===== config.mk =====
export PLATFORM = sky130hd
export DESIGN_NAME = leaves_mem_sched
export DESIGN_NICKNAME = d
export VERILOG_FILES = /design/src/rtl/leaves_pkg.sv /design/src/rtl/leaf_write_counter.sv /design/src/rtl/leaves_mem_sched.sv
export SDC_FILE = /design/constraint.sdc
export NUM_CORES = 1
export LEC_CHECK = 0
export CAP_MARGIN = 25
export CORE_UTILIZATION = 27
export CTS_CLUSTER_DIAMETER = 40
export DETAILED_ROUTE_END_ITERATION = 8
export GPL_TIMING_DRIVEN = 0
export PLACE_DENSITY = 0.82
export SLEW_MARGIN = 0
export SYNTH_ARGS = -nofsm -noshare
export SYNTH_HDL_FRONTEND = slang
export SYNTH_SLANG_ARGS = --single-unit

===== constraint.sdc =====
create_clock -name clk -period 2.1 [get_ports clk]
set_clock_uncertainty 0.05 [all_clocks]
set_input_delay 0.21 -clock clk [delete_from_list [all_inputs] [get_ports clk]]
set_output_delay 0.21 -clock clk [all_outputs]
set_load 0.02 [all_outputs]

===== src/rtl/leaves_pkg.sv =====
// Shared types and derived widths for the banked leaf memory sequencer.
package leaves_pkg;

    localparam int unsigned DATA_WIDTH = 11;
    localparam int unsigned IDX_WIDTH  = 9;
    localparam int unsigned LEAF_SIZE  = 8;
    localparam int unsigned PATCH_SIZE = 5;
    localparam int unsigned NUM_LEAVES = 64;
    localparam int unsigned LEAF_ADDRW = $clog2(NUM_LEAVES);
    localparam int unsigned SLOT_W     = $clog2(LEAF_SIZE);
    localparam int unsigned PATCH_W    = PATCH_SIZE * DATA_WIDTH;
    localparam int unsigned WORD_W     = PATCH_W + IDX_WIDTH;

    typedef enum logic [1:0] {
        ST_IDLE   = 2'd0,
        ST_LOAD   = 2'd1,
        ST_DONE   = 2'd2,
        ST_ACTIVE = 2'd3
    } state_e;

    typedef struct packed {
        logic [IDX_WIDTH-1:0] idx;
        logic [PATCH_W-1:0]   patch;
    } leaf_entry_t;

endpackage


===== src/rtl/leaf_write_counter.sv =====
// Slot/leaf write position counter: slot advances per entry, leaf advances on slot wrap.
module leaf_write_counter
    import leaves_pkg::*;
(
    input  logic                  clk,
    input  logic                  rst_n,
    input  logic                  clr_i,
    input  logic                  en_i,
    output logic [SLOT_W-1:0]     slot_o,
    output logic [LEAF_ADDRW-1:0] leaf_o,
    output logic                  last_o
);

    logic [SLOT_W-1:0]     slot_q;
    logic [LEAF_ADDRW-1:0] leaf_q;

    always_ff @(posedge clk or negedge rst_n) begin
        if (!rst_n) begin
            slot_q <= '0;
            leaf_q <= '0;
        end else if (clr_i) begin
            slot_q <= '0;
            leaf_q <= '0;
        end else if (en_i) begin
            if (slot_q == SLOT_W'(LEAF_SIZE - 1)) begin
                slot_q <= '0;
                leaf_q <= leaf_q + LEAF_ADDRW'(1);
            end else begin
                slot_q <= slot_q + SLOT_W'(1);
            end
        end
    end

    assign slot_o = slot_q;
    assign leaf_o = leaf_q;
    assign last_o = (leaf_q == LEAF_ADDRW'(NUM_LEAVES - 1)) &&
                    (slot_q == SLOT_W'(LEAF_SIZE - 1));

endmodule


===== src/rtl/leaves_mem_sched.sv =====
// Leaf memory sequencer: streams a full reload bank-by-bank, then arbitrates
// the two search read ports onto memory ports 0 and 1.
module leaves_mem_sched
    import leaves_pkg::*;
(
    input  logic                  clk,
    input  logic                  rst_n,
    input  logic                  load_start,
    input  logic                  load_valid,
    output logic                  load_ready,
    input  logic [WORD_W-1:0]     load_data,
    output logic                  load_done,
    output logic                  busy,
    output logic                  active,
    input  logic                  rd0_req,
    input  logic [LEAF_ADDRW-1:0] rd0_addr,
    output logic                  rd0_gnt,
    output logic                  rd0_valid,
    input  logic                  rd1_req,
    input  logic [LEAF_ADDRW-1:0] rd1_addr,
    output logic                  rd1_gnt,
    output logic                  rd1_valid,
    output logic [LEAF_SIZE-1:0]  mem_csb0,
    output logic [LEAF_SIZE-1:0]  mem_web0,
    output logic [LEAF_ADDRW-1:0] mem_addr0,
    output logic [WORD_W-1:0]     mem_wleaf0,
    output logic                  mem_csb1,
    output logic [LEAF_ADDRW-1:0] mem_addr1
);

    state_e                state_q, state_d;
    logic                  load_done_q, load_done_d;
    logic                  rd0_valid_q, rd1_valid_q;
    logic                  accept, cnt_clr, cnt_last;
    logic [SLOT_W-1:0]     slot_cnt;
    logic [LEAF_ADDRW-1:0] leaf_cnt;
    leaf_entry_t           wentry;

    assign accept  = load_valid && (state_q == ST_LOAD);
    assign cnt_clr = load_start && ((state_q == ST_IDLE) || (state_q == ST_ACTIVE));

    leaf_write_counter u_cnt (
        .clk    (clk),
        .rst_n  (rst_n),
        .clr_i  (cnt_clr),
        .en_i   (accept),
        .slot_o (slot_cnt),
        .leaf_o (leaf_cnt),
        .last_o (cnt_last)
    );

    always_ff @(posedge clk or negedge rst_n) begin
        if (!rst_n) begin
            state_q     <= ST_IDLE;
            load_done_q <= 1'b0;
            rd0_valid_q <= 1'b0;
            rd1_valid_q <= 1'b0;
        end else begin
            state_q     <= state_d;
            load_done_q <= load_done_d;
            rd0_valid_q <= rd0_gnt;
            rd1_valid_q <= rd1_gnt;
        end
    end

    always_comb begin
        state_d = state_q;
        case (state_q)
            ST_IDLE:   if (load_start) state_d = ST_LOAD;
            ST_LOAD:   if (accept && cnt_last) state_d = ST_DONE;
            ST_DONE:   state_d = ST_ACTIVE;
            ST_ACTIVE: if (load_start) state_d = ST_LOAD;
            default:   state_d = ST_IDLE;
        endcase
        load_done_d = (state_d == ST_DONE);
    end

    // load_start beats a same-cycle read request so the reload starts cleanly.
    assign rd0_gnt = rd0_req && (state_q == ST_ACTIVE) && !load_start;
    assign rd1_gnt = rd1_req && (state_q == ST_ACTIVE) && !load_start;

    always_comb begin
        mem_csb0  = '1;
        mem_web0  = '1;
        mem_addr0 = '0;
        if (accept) begin
            mem_csb0  = ~(LEAF_SIZE'(1) << slot_cnt);
            mem_web0  = ~(LEAF_SIZE'(1) << slot_cnt);
            mem_addr0 = leaf_cnt;
        end else if (rd0_gnt) begin
            mem_csb0  = '0;
            mem_addr0 = rd0_addr;
        end
    end

    assign wentry     = leaf_entry_t'(load_data);
    assign mem_wleaf0 = wentry;
    assign mem_csb1   = !rd1_gnt;
    assign mem_addr1  = rd1_gnt ? rd1_addr : '0;

    assign load_ready = (state_q == ST_LOAD);
    assign busy       = (state_q == ST_LOAD);
    assign active     = (state_q == ST_ACTIVE);
    assign load_done  = load_done_q;
    assign rd0_valid  = rd0_valid_q;
    assign rd1_valid  = rd1_valid_q;

endmodule

==> impl_metrics.csv, run 1 <==
group,metric,value,unit
finish,insertedDiodeCount,0,
synthesis,yosysSeqAreaShare,0.2310,
critical_path,critical_path_arrival,1.80,ns
grt,grt_overflow_total,0,
cts,cts_inserted_buffers,3,
synthesis,ys_seq_elements,14,
synthesis,synth_flop_cell,"dfrtp_1",
drt,drc_errors,0,
sta,fmax,485.0,MHz
sta,holdWs,0.2990,ns
floorplan,row_count,26,
synthesis,synthCells,191,
synthesis,synth_edf_count,0,
critical_path,cpMostUsedCell,"buf_6",
synthesis,ys_types,28,
power_and_ir_drop,p_leak,1.349,nW
power_and_ir_drop,powerDensity,659.4,nW/um^2
finish,synthToLayoutAreaGrowth,86.14,%
synthesis,yosys-top-cells-area,"buf_4, dfrtp_1, ha_1",
drt,vias_per_cell,4.248,
critical_path,end_kind,"output pin",
finish,fin_area,2823,sq um
finish,multi_input_area,636.9,sq um
floorplan,start_util,0.2877,
drt,wl_per_cell,11.48,microns
critical_path,startpoint_type,"flop",
placed_design,gp_congestion,0.7546,
critical_path,cpMaxStageDelayCell,"dfrtp_2",
finish,fillers,513,
grt,grt_max_degree,15,
cts,hold_buffers,0,
critical_path,timing.critical_path.to,"mem_csb0[5]",
sta,slew_headroom,0.5874,
job,drv_cap,0,
placed_design,post_dp_cell_area,2785,sq um
synthesis,synth_area_leader_cell,"buf_4",
synthesis,ys_warn_count,0,
floorplan,io_pins,183,
drt,final_antenna_net_count,0,
cts,clock_sinks,14,
sta,fin_crit_sh,0.9819,
synthesis,syn-num-nets,284,
synthesis,syn_area,1516,sq um
critical_path,r2r_start,"u_cnt.slot_o[0]$_DFFE_PN0P_",
critical_path,crit_required,1.84,ns
critical_path,crit_chain,"ha_2, and3b_1, buf_6, and2_4, buf_6, a31oi_1, buf_4",
synthesis,synth_top_area_share,0.3218,
finish,register_area,351.6,sq um
grt,antenna_found_initial,0,
power_and_ir_drop,vdd_drop_max,484.7,uV
sta,fin_tns_setup,0,ns
grt,grtUsageTotal,0.1462,
sta,grt_setup_unrepaired,"true",
power_and_ir_drop,total_power,1.861,mW
critical_path,rr_worst_depth,6,
cts,cts.clk_slew.worst_paths,0.05,ns
critical_path,reg2reg_to,"load_done$_DFF_PN0_",
floorplan,dieArea,5921,sq um
floorplan,core_area,5270,sq um
sta,postLayoutSetupSlackWorst,0.03810,ns
finish,layout-drive-gt1-share,0.3387,
sta,hold_viol_final,0,
placed_design,hpwl,3.779,mm
critical_path,cpPeakStageDelay,0.44,ns
sta,tightest_slew,0.6170,ns
sta,slew_viol_final,0,
placed_design,port-buffer-count,118,
sta,setup_viol,0,
worst_hold_path,hold_class,"in -> async",
floorplan,die_w,76.95,microns
outcome,status,"complete, no violations",
synthesis,async_flop_share,1.000,
finish,final_cells,383,
cts,clk_latency,0.25,ns
grt,grt_pass1_vias,1574,
placed_design,dp.cells,379,
drt,drt_wl_total,4.396,mm
placed_design,post-place-ws,-0.3450,ns
floorplan,die_h,76.95,microns
cts,clockBufferDepth,2,
critical_path,path_max_fanout,9,
cts,cts_root_buf,"clkbuf_8",
cts,htree_levels,1,
finish,final_nets,408,
sta,fin_crit,2.062,ns
drt,drt-initial-drc-count,41,
drt,firstDrtPassIters,4,
critical_path,ff2ff_setup_slack,0.37,ns
drt,num_vias,1627,
cts,cts_tree,"done",
critical_path,path_class,"reg -> out",
synthesis,syn_avg_cell_area,7.940,sq um
critical_path,crit_path_start,"state_q[0]$_DFF_PN0_",
grt,grt_first_pass_wirelength,7.010,mm
finish,fin_util,0.5356,
repair_timing:
item,CTS,global route
setup endpoints to repair,31,19
setup buffers,2,0
cloned,0,0
gates resized for setup,86,20
pin swaps,0,0
registers in the layout, summed over array words and instances (netlist names):
name and cells:
rd0_valid 1, load_done 1, state_q 2, u_cnt.slot_o 3, u_cnt.leaf_o 6, rd1_valid 1
cells in the final DEF, fill, tap and decap left out, types with 7 or more instances in the layout:
master	n
clkdlybuf4s50_1	87
buf_4	75
nand2_1	23
dfrtp_1	13
nand3_1	12
a21oi_1	11
dlygate4sd2_1	11
and2_1	8
nor2_1	8
ha_1	8
buf_2	7
critical path: cells and delay by family (launching register included):
family	cells	cell delay, ns
flip-flops	1	0.44
buffers and inverters	3	0.43
AND/OR/NAND/NOR	2	0.34
adder cells (fa/ha/maj)	1	0.21
AO/OA/AOI/OAI	1	0.14
area by class of cell:
type                    instances  share of cell area
plain buffers                  72              0.1941
clock buffers                   3             0.01463
inverters                       6            0.007979
multi-input cells              98              0.2256
flip-flops and latches         14              0.1246
well taps                      70             0.03103
repair buffers                120              0.4020
worst min-delay path by stage:
stage,from,to,depth (start not counted)
after floorplan,rst_n,load_done$_DFF_PN0_,0
after global placement,u_cnt.leaf_o[5]$_DFFE_PN0P_,u_cnt.leaf_o[5]$_DFFE_PN0P_,2
after detailed placement,u_cnt.leaf_o[5]$_DFFE_PN0P_,u_cnt.leaf_o[5]$_DFFE_PN0P_,2
after CTS,rst_n,rd1_valid$_DFF_PN0_,1
after global routing,rst_n,u_cnt.leaf_o[4]$_DFFE_PN0P_,1
final,rst_n,load_done$_DFF_PN0_,1
kinds of logic (layout without fill, tap and decap cells):
logic type | count (synthesis) | after routing | synth area share
adders and majority gates | 11 | 11 | 0.09076
buffers and inverters | 79 | 201 | 0.3680
and+or+nand+nor | 64 | 64 | 0.2071
AOI/OAI and AO/OA | 20 | 20 | 0.08581
xor gates and xnor gates | 3 | 3 | 0.01733
DFF | 14 | 14 | 0.2310
cell usage after synthesis, types with 2 or more instances:
master    count
a21oi_1      11
a31oi_2       2
and2_1        8
and3b_1       2
buf_2         2
buf_4        65
buf_6         2
clkbuf_1      4
dfrtp_1      14
ha_1         11
inv_1         6
nand2_1      24
nand3_1      12
nor2_1        9
nor3_1        3
o21ai_0       2
or3_1         2
xor2_1        2
metal layers:
layer	GRT usage	vias up	share of wire
li1	-	799	-
met1	0.1574	712	0.36
met2	0.2750	113	0.52
met3	0.04762	3	0.11
met4	0.02885	0	0.0075
met5	0	-	0
power breakdown:
part / total (mW) / internal (mW) / switching [mW]
Clock: 0.219 / 0.127 / 0.0923
Combinational: 1.26 / 0.600 / 0.658
Sequential: 0.384 / 0.329 / 0.0548
Total: 1.86 / 1.06 / 0.805
(Power assumes the default switching activity.)
==> inputs of run 2 (changes only) <==
--- a/config.mk
+++ b/config.mk
@@ -10,7 +10,7 @@
 export CTS_CLUSTER_DIAMETER = 40
 export DETAILED_ROUTE_END_ITERATION = 8
 export GPL_TIMING_DRIVEN = 0
-export PLACE_DENSITY = 0.82
+export PLACE_DENSITY = 0.92
 export SLEW_MARGIN = 0
 export SYNTH_ARGS = -nofsm -noshare
 export SYNTH_HDL_FRONTEND = slang
==> run 2 against run 1 <==
Design area is 2.1% higher. Total power is 4.0% higher. Combinational power hardly changed. Largest cell class unchanged.
==> impl_metrics.csv, run 2 (same netlist as run 1, synthesis figures left out) <==
group,metric,value,unit
outcome,status,"complete, no violations",
power_and_ir_drop,p_comb_frac,0.659,
finish,synthToLayoutAreaGrowth,90.10,%
grt,grt-busiest-layer,"met2",
finish,insertedDiodeCount,0,
sta,hold_viol_final,0,
floorplan,core_area,5270,sq um
sta,fin_crit,2.060,ns
grt,grt_pass1_vias,1577,
grt,grt_max_degree,15,
cts,cts.clk_slew.worst_paths,0.06,ns
drt,drc_errors,0,
job,drv_cap,0,
sta,setup_viol,0,
critical_path,path_class,"reg -> out",
floorplan,die_h,76.95,microns
critical_path,crit_path_start,"state_q[0]$_DFF_PN0_",
grt,use_met3,0.05238,
power_and_ir_drop,clockPowerShare,0.135,
critical_path,timing.critical_path.to,"mem_csb0[5]",
critical_path,rr_worst_depth,6,
drt,drt_wl_total,4.524,mm
grt,grt_first_pass_wirelength,7.038,mm
grt,grt_overflow_total,0,
grt,antenna_found_initial,0,
power_and_ir_drop,powerDensity,671.6,nW/um^2
drt,num_vias,1666,
floorplan,dieArea,5921,sq um
critical_path,path_max_fanout,9,
placed_design,hpwl,3.810,mm
placed_design,post-place-ws,-0.3763,ns
critical_path,end_kind,"output pin",
sta,grt_setup_unrepaired,"true",
floorplan,start_util,0.2877,
critical_path,critical_path_arrival,1.80,ns
critical_path,startpoint_type,"flop",
placed_design,gp_congestion,0.7945,
finish,layout-drive-gt1-share,0.3544,
finish,register_area,352.8,sq um
critical_path,r2r_start,"u_cnt.slot_o[0]$_DFFE_PN0P_",
cts,clockBufferDepth,2,
sta,fmax,485.5,MHz
finish,final_cells,386,
power_and_ir_drop,power.switching,0.8279,mW
finish,fillers,507,
grt,grt_use_met1,0.1386,
sta,slew_viol_final,0,
power_and_ir_drop,seq_power_share,0.206,
power_and_ir_drop,internal_power,1.108,mW
worst_hold_path,hold_class,"in -> async",
sta,fin_crit_sh,0.9808,
finish,multi_input_area,654.4,sq um
finish,largest_reg_flops,6,
cts,htree_levels,1,
critical_path,reg2reg_to,"load_done$_DFF_PN0_",
cts,cts_tree,"done",
finish,final_nets,410,
finish,layout_common_cells,"clkdlybuf4s50_1, buf_4, nand2_1",
sta,postLayoutSetupSlackWorst,0.04040,ns
critical_path,crit_required,1.84,ns
cts,cts_inserted_buffers,3,
placed_design,dp.cells,379,
sta,tightest_slew,0.6529,ns
power_and_ir_drop,p_leak,1.318,nW
floorplan,row_count,26,
grt,grtUsageTotal,0.1464,
finish,fin_util,0.5470,
power_and_ir_drop,vdd_drop_max,532.0,uV
floorplan,io_pins,183,
drt,final_antenna_net_count,0,
floorplan,die_w,76.95,microns
cts,clock_sinks,14,
critical_path,ff2ff_setup_slack,0.35,ns
drt,vias_per_cell,4.316,
finish,final_common_cell,"clkdlybuf4s50_1",
cts,clk_latency,0.24,ns
drt,wl_per_cell,11.72,microns
power_and_ir_drop,switching_share,0.4276,
cts,cts_root_buf,"clkbuf_8",
sta,slew_headroom,0.5634,
grt,use_met2,0.2964,
drt,drt-initial-drc-count,41,
placed_design,port-buffer-count,118,
drt,firstDrtPassIters,4,
[run 2: cell types whose count changed in the layout (fill, tap and decap cells not counted), moves of 2 or more]
cell / before / now
a21oi_1: 11 / 9
a21oi_2: 0 / 2
buf_4: 75 / 73
clkdlybuf4s15_2: 2 / 7
clkdlybuf4s50_1: 87 / 89
dlymetal6s2s_1: 2 / 0
[run 2: power groups by stage]
stage	sequential (mW)	clock [mW]	combinational, mW
2_1_floorplan	0.389	0	0.748
5_1_grt	0.407	0.282	1.38
4_1_cts	0.383	0.267	1.25
3_5_place_dp	0.387	0	1.22
6_report	0.399	0.262	1.28
3_3_place_gp	0.382	0	1.18
[run 2: worst min path at each step]
stage,slack (ns),cells past startpoint,endpoint
final,0.32,1,load_done$_DFF_PN0_
after global routing,0.37,1,load_done$_DFF_PN0_
after CTS,0.34,1,load_done$_DFF_PN0_
after detailed placement,0.52,2,u_cnt.slot_o[1]$_DFFE_PN0P_
after global placement,0.51,2,u_cnt.leaf_o[5]$_DFFE_PN0P_
after floorplan,-0.14,0,load_done$_DFF_PN0_
[run 2: critical path, stage by stage, from the launching register on]
cell and delay (ns):
dfrtp_2 0.46, ha_4 0.18, and3b_1 0.18, buf_6 0.14, and2_4 0.15, buf_6 0.13
a31oi_1 0.14, buf_4 0.17
[run 2: cell type report]
type,count,share of cell area
Tap cell,70,0.03038
Sequential cell,14,0.1224
Clock buffer,4,0.01910
Timing Repair Buffer,122,0.4041
Inverter,6,0.007813
Multi-Input combinational cell,98,0.2270
Buffer,72,0.1892
[run 2: routing by layer]
layer / vias to the layer above / part of all wire
met5: - / 0
met4: 0 / 0.0038
met3: 2 / 0.11
met2: 121 / 0.54
met1: 746 / 0.34
li1: 797 / -
[run 2: repair_timing]
item | CTS | global route
setup endpoints to repair | 31 | 21
resized for setup | 88 | 10
buffers inserted | 2 | 2
endpoints found under the hold margin | 0 | 0
hold buffers | 0 | 0
[run 2: per-stage QoR]
stage               power [mW]   TNS, ns  hold WS, ns  cell area [sq um]
detailed placement       1.604    -6.884       0.5169               2785
global placement         1.566    -6.005       0.5066               2785
finish                   1.936         0       0.3157               2883
CTS                      1.904  -0.02156       0.3378               2839
global route             2.070  -0.03922       0.3724               2883
floorplan                1.137         0      -0.1356               1516
==> inputs of run 3 (changes only) <==
==> constraint.sdc (replaced) <==
create_clock -name clk -period 2.1 [get_ports clk]
set_clock_uncertainty 0.05 [all_clocks]
set_input_delay 0.42 -clock clk [delete_from_list [all_inputs] [get_ports clk]]
set_output_delay 0.42 -clock clk [all_outputs]
set_load 0.02 [all_outputs]
==> run 3 against run 2 <==
The run now ends with negative setup slack left. Wire length rose by 8.4%. Sequential power rose by 1%. Maximum frequency fell by 2.8%. Critical path depth fell by 2. Sequential share of layout area fell by 0.094 points. Hold slack improved by 0.20 ns. Clock-buffer cell count did not move. Die area did not move. Worst setup slack got worse by 0.059 ns.
==> impl_metrics.csv, run 3 (same netlist as run 1, synthesis figures left out) <==
group,metric,value,unit
outcome,status,"finished, violations left",
outcome,violations,"negative setup slack",
drt,firstDrtPassIters,5,
critical_path,critical_path_arrival,1.65,ns
placed_design,post-place-ws,-0.7533,ns
cts,cts.clk_slew.worst_paths,0.06,ns
cts,clk_latency,0.25,ns
sta,fmax,472.0,MHz
sta,slew_headroom,0.5620,
floorplan,io_pins,183,
sta,postLayoutSetupSlackWorst,-0.01846,ns
drt,num_vias,1695,
drt,drt-initial-drc-count,57,
floorplan,die_w,76.95,microns
cts,clock_sinks,14,
critical_path,reg2reg_to,"load_done$_DFF_PN0_",
sta,slew_viol_final,0,
cts,cts_inserted_buffers,3,
drt,wl_per_cell,12.57,microns
placed_design,gp_congestion,0.7599,
placed_design,port-buffer-count,118,
finish,final_common_cell,"clkdlybuf4s50_1",
grt,antenna_found_initial,0,
sta,fin_crit,2.118,ns
floorplan,core_area,5270,sq um
critical_path,path_max_fanout,8,
worst_hold_path,hold_class,"in -> async",
sta,grt_setup_unrepaired,"true",
critical_path,r2r_start,"u_cnt.slot_o[1]$_DFFE_PN0P_",
finish,synthToLayoutAreaGrowth,92.24,%
grt,grtUsageTotal,0.1585,
finish,final_nets,414,
drt,vias_per_cell,4.346,
grt,grt_overflow_total,0,
drt,drc_errors,0,
finish,layout-drive-gt1-share,0.4094,
floorplan,dieArea,5921,sq um
finish,layout_common_cells,"clkdlybuf4s50_1, buf_4, nand2_1, nand3_1",
critical_path,end_kind,"output pin",
cts,clockBufferDepth,2,
sta,hold_viol_final,0,
sta,holdWs,0.5179,ns
critical_path,path_class,"reg -> out",
finish,insertedDiodeCount,0,
cts,cts_root_buf,"clkbuf_8",
power_and_ir_drop,vdd_drop_max,562.8,uV
sta,tightest_slew,0.6549,ns
grt,grt_pass1_vias,1665,
drt,final_antenna_net_count,0,
critical_path,startpoint_type,"flop",
drt,drt_wl_total,4.902,mm
critical_path,ff2ff_setup_slack,0.34,ns
cts,htree_levels,1,
grt,grt_max_degree,15,
placed_design,hpwl,3.943,mm
cts,cts_tree,"done",
critical_path,crit_required,1.63,ns
sta,fin_crit_sh,1.009,
power_and_ir_drop,powerDensity,714.6,nW/um^2
floorplan,start_util,0.2877,
floorplan,row_count,26,
power_and_ir_drop,p_leak,1.360,nW
grt,grt_first_pass_wirelength,7.624,mm
sta,setup_viol,3,
floorplan,die_h,76.95,microns
critical_path,rr_worst_depth,6,
finish,largest_reg_flops,6,
finish,fin_util,0.5532,
job,drv_cap,0,
-- run 3: cell types whose count changed in the layout (fill, tap and decap cells not counted), moves of 2 or more --
cell and change:
buf_4 +9, clkdlybuf4s15_2 -6, buf_2 +4, dlygate4sd2_1 -6
clkdlybuf4s50_1 -6, clkdlybuf4s15_1 +2, clkbuf_2 +5
-- run 3: stage by stage --
| step | total power [mW] | setup TNS, ns | cells | instance area [sq um] |
|---|---|---|---|---|
| floorplan | 1.142 | -0.2911 | 191 | 1523 |
| CTS | 2.017 | -0.2786 | 389 | 2904 |
| detailed placement | 1.619 | -18.05 | 379 | 2791 |
| finish | 2.083 | -0.02339 | 390 | 2915 |
| global route | 2.198 | -0.4820 | 390 | 2915 |
| global placement | 1.569 | -17.35 | 379 | 2791 |
-- run 3: worst max-delay path, stage by stage (launching register included) --
cell and delay (ns):
dfrtp_2 0.46, ha_4 0.19, and3b_2 0.24, and2_4 0.20, a31oi_2 0.15, buf_4 0.16
-- run 3: final cells by class --
cell class / count / area, sq um
flip-flops and latches: 14 / 354.1
plain buffers: 69 / 525.5
multi-input cells: 98 / 683.2
repair buffers: 129 / 1187
inverters: 6 / 22.52
well taps: 70 / 87.58
clock buffers: 4 / 55.05
fillers: 484 / 2355
-- run 3: worst max path at each step --
stage / startpoint / slack, ns / to / cells after the start
2_1_floorplan: state_q[0]$_DFF_PN0_ / -0.06 / mem_csb0[0] / 6
3_3_place_gp: load_valid / -0.71 / mem_addr0[5] / 7
3_5_place_dp: load_valid / -0.75 / mem_addr0[5] / 7
4_1_cts: state_q[0]$_DFF_PN0_ / -0.06 / mem_csb0[6] / 6
5_1_grt: state_q[0]$_DFF_PN0_ / -0.06 / mem_csb0[4] / 5
6_report: state_q[0]$_DFF_PN0_ / -0.02 / mem_csb0[6] / 5
-- run 3: power by group --
part / internal [mW] / total, mW / switching (mW)
Sequential: 0.332 / 0.404 / 0.0714
Clock: 0.166 / 0.271 / 0.104
Combinational: 0.686 / 1.41 / 0.723
Total: 1.18 / 2.08 / 0.898
-- run 3: per-layer routing --
metal  GRT usage  share of wire  vias to the layer above
met1      0.1612           0.34                      754
li1            -              -                      812
met5           0              0                        -
met4     0.03462         0.0059                        0
met2      0.3179           0.55                      125
met3     0.03929           0.11                        4
-- run 3: repair_timing --
| action | 4_1_cts | 5_1_grt |
|---|---|---|
| resized for setup | 134 | 22 |
| gates cloned | 0 | 1 |
| setup buffers | 8 | 2 |
| setup endpoints to repair | 33 | 28 |
| pin swaps | 2 | 5 |
| hold buffers | 0 | 0 |
| endpoints found under the hold margin | 0 | 0 |
==> variant: new RTL, flow settings as in run 2 <==
`IDX_WIDTH`: 9 -> 10.
--- a/src/rtl/leaves_pkg.sv
+++ b/src/rtl/leaves_pkg.sv
@@ -4,3 +4,3 @@
     localparam int unsigned DATA_WIDTH = 11;
-    localparam int unsigned IDX_WIDTH  = 9;
+    localparam int unsigned IDX_WIDTH  = 10;
     localparam int unsigned LEAF_SIZE  = 8;
Interface: changed (resized load_data and mem_wleaf0); port bits go from 183 to 185. The function was not compared with the original's and may differ.
==> variant against run 2 <==
  * Power grew 4.6%
  * Final area rose by 1.6%
  * Worst setup slack improved by 0.012 ns
  * Synthesized area up 0.50%
  * Wire length grew 3.6%
  * Sequential cell count unchanged
  * Die area grew 0.48%
  * Hold slack better by 0.0028 ns
  * Critical path type unchanged
==> variant: results (changes against run 2) <==
routing:
  drt_iter0_drc: 35  # -15%
  wire_per_inst_um: 12.05  # +2.8%
  wl_met1_mm: 1.581  # +3.7%
  wl_met2_mm: 2.484  # +0.98%
cells_and_area:
  nNetsFinal: 414  # +0.98%
place:
  gp_congestion: 0.7837  # -1.4%
  dp.cells: 381  # +0.53%
  port_buffers: 119  # +0.85%
global_route:
  grt_pass1_wl_mm: 7.024  # -0.20%
  track_usage_pct: 14.49  # -0.15 points
worst_setup_path:
  crit_family: "buffers and inverters"
  crit_end: "mem_csb0[3]"
  cpPeakStageDelay_ns: 0.43  # -0.03 ns
  critPathSlowestCell: "dfrtp_1"
  timing.rr.start: "state_q[0]$_DFF_PN0_"
  reg2reg_to: "u_cnt.slot_o[2]$_DFFE_PN0P_"
clock_network:
  postCtsResizedCells: 82  # -6.8%
  cts_setup_buffers: 4  # +2
power:
  ir_worst_vdd_mv: 0.4804  # -9.7%
  p_int_mw: 1.148  # +3.6%
  combinationalPowerShare_pct: 67.8  # +1.9 points
logic_synthesis:
  synth_common_cells: "buf_4 (66), nand2_1 (24), dfrtp_1 (14)"
timing:
  whs_ns: 0.3185  # +0.002766 ns
  finalCriticalPeriod_ns: 2.047  # -0.01237 ns
outcome:
  status: "complete, no violations"
variant: cell count changes after synthesis:
cell,before,now
buf_4,65,66
variant: cell type report:
| class | instances | area (µm²) |
|---|---|---|
| Inverter | 6 | 22.52 |
| Timing Repair Buffer | 124 | 1181 |
| Multi-Input combinational cell | 98 | 679.4 |
| Tap cell | 70 | 87.58 |
| Clock buffer | 4 | 55.05 |
| Fill cell | 476 | 2340 |
| Sequential cell | 14 | 350.3 |
| Buffer | 73 | 554.3 |
variant: cell families (layout without fill, tap and decap cells):
family	Yosys count	count (layout)	synth area share, %
and+or+nand+nor	64	64	20.61
DFF	14	14	22.99
buffers and inverters	80	207	37.11
xor gates and xnor gates	3	3	1.724
AOI/OAI and AO/OA	20	20	8.539
adders and majority gates	11	11	9.031
variant: metal layers:
metal | GRT usage, % | vias up
li1 | - | 809
met1 | 14.65 | 748
met2 | 27.96 | 128
met3 | 5.119 | 4
met4 | 3.208 | 0
met5 | 0 | -
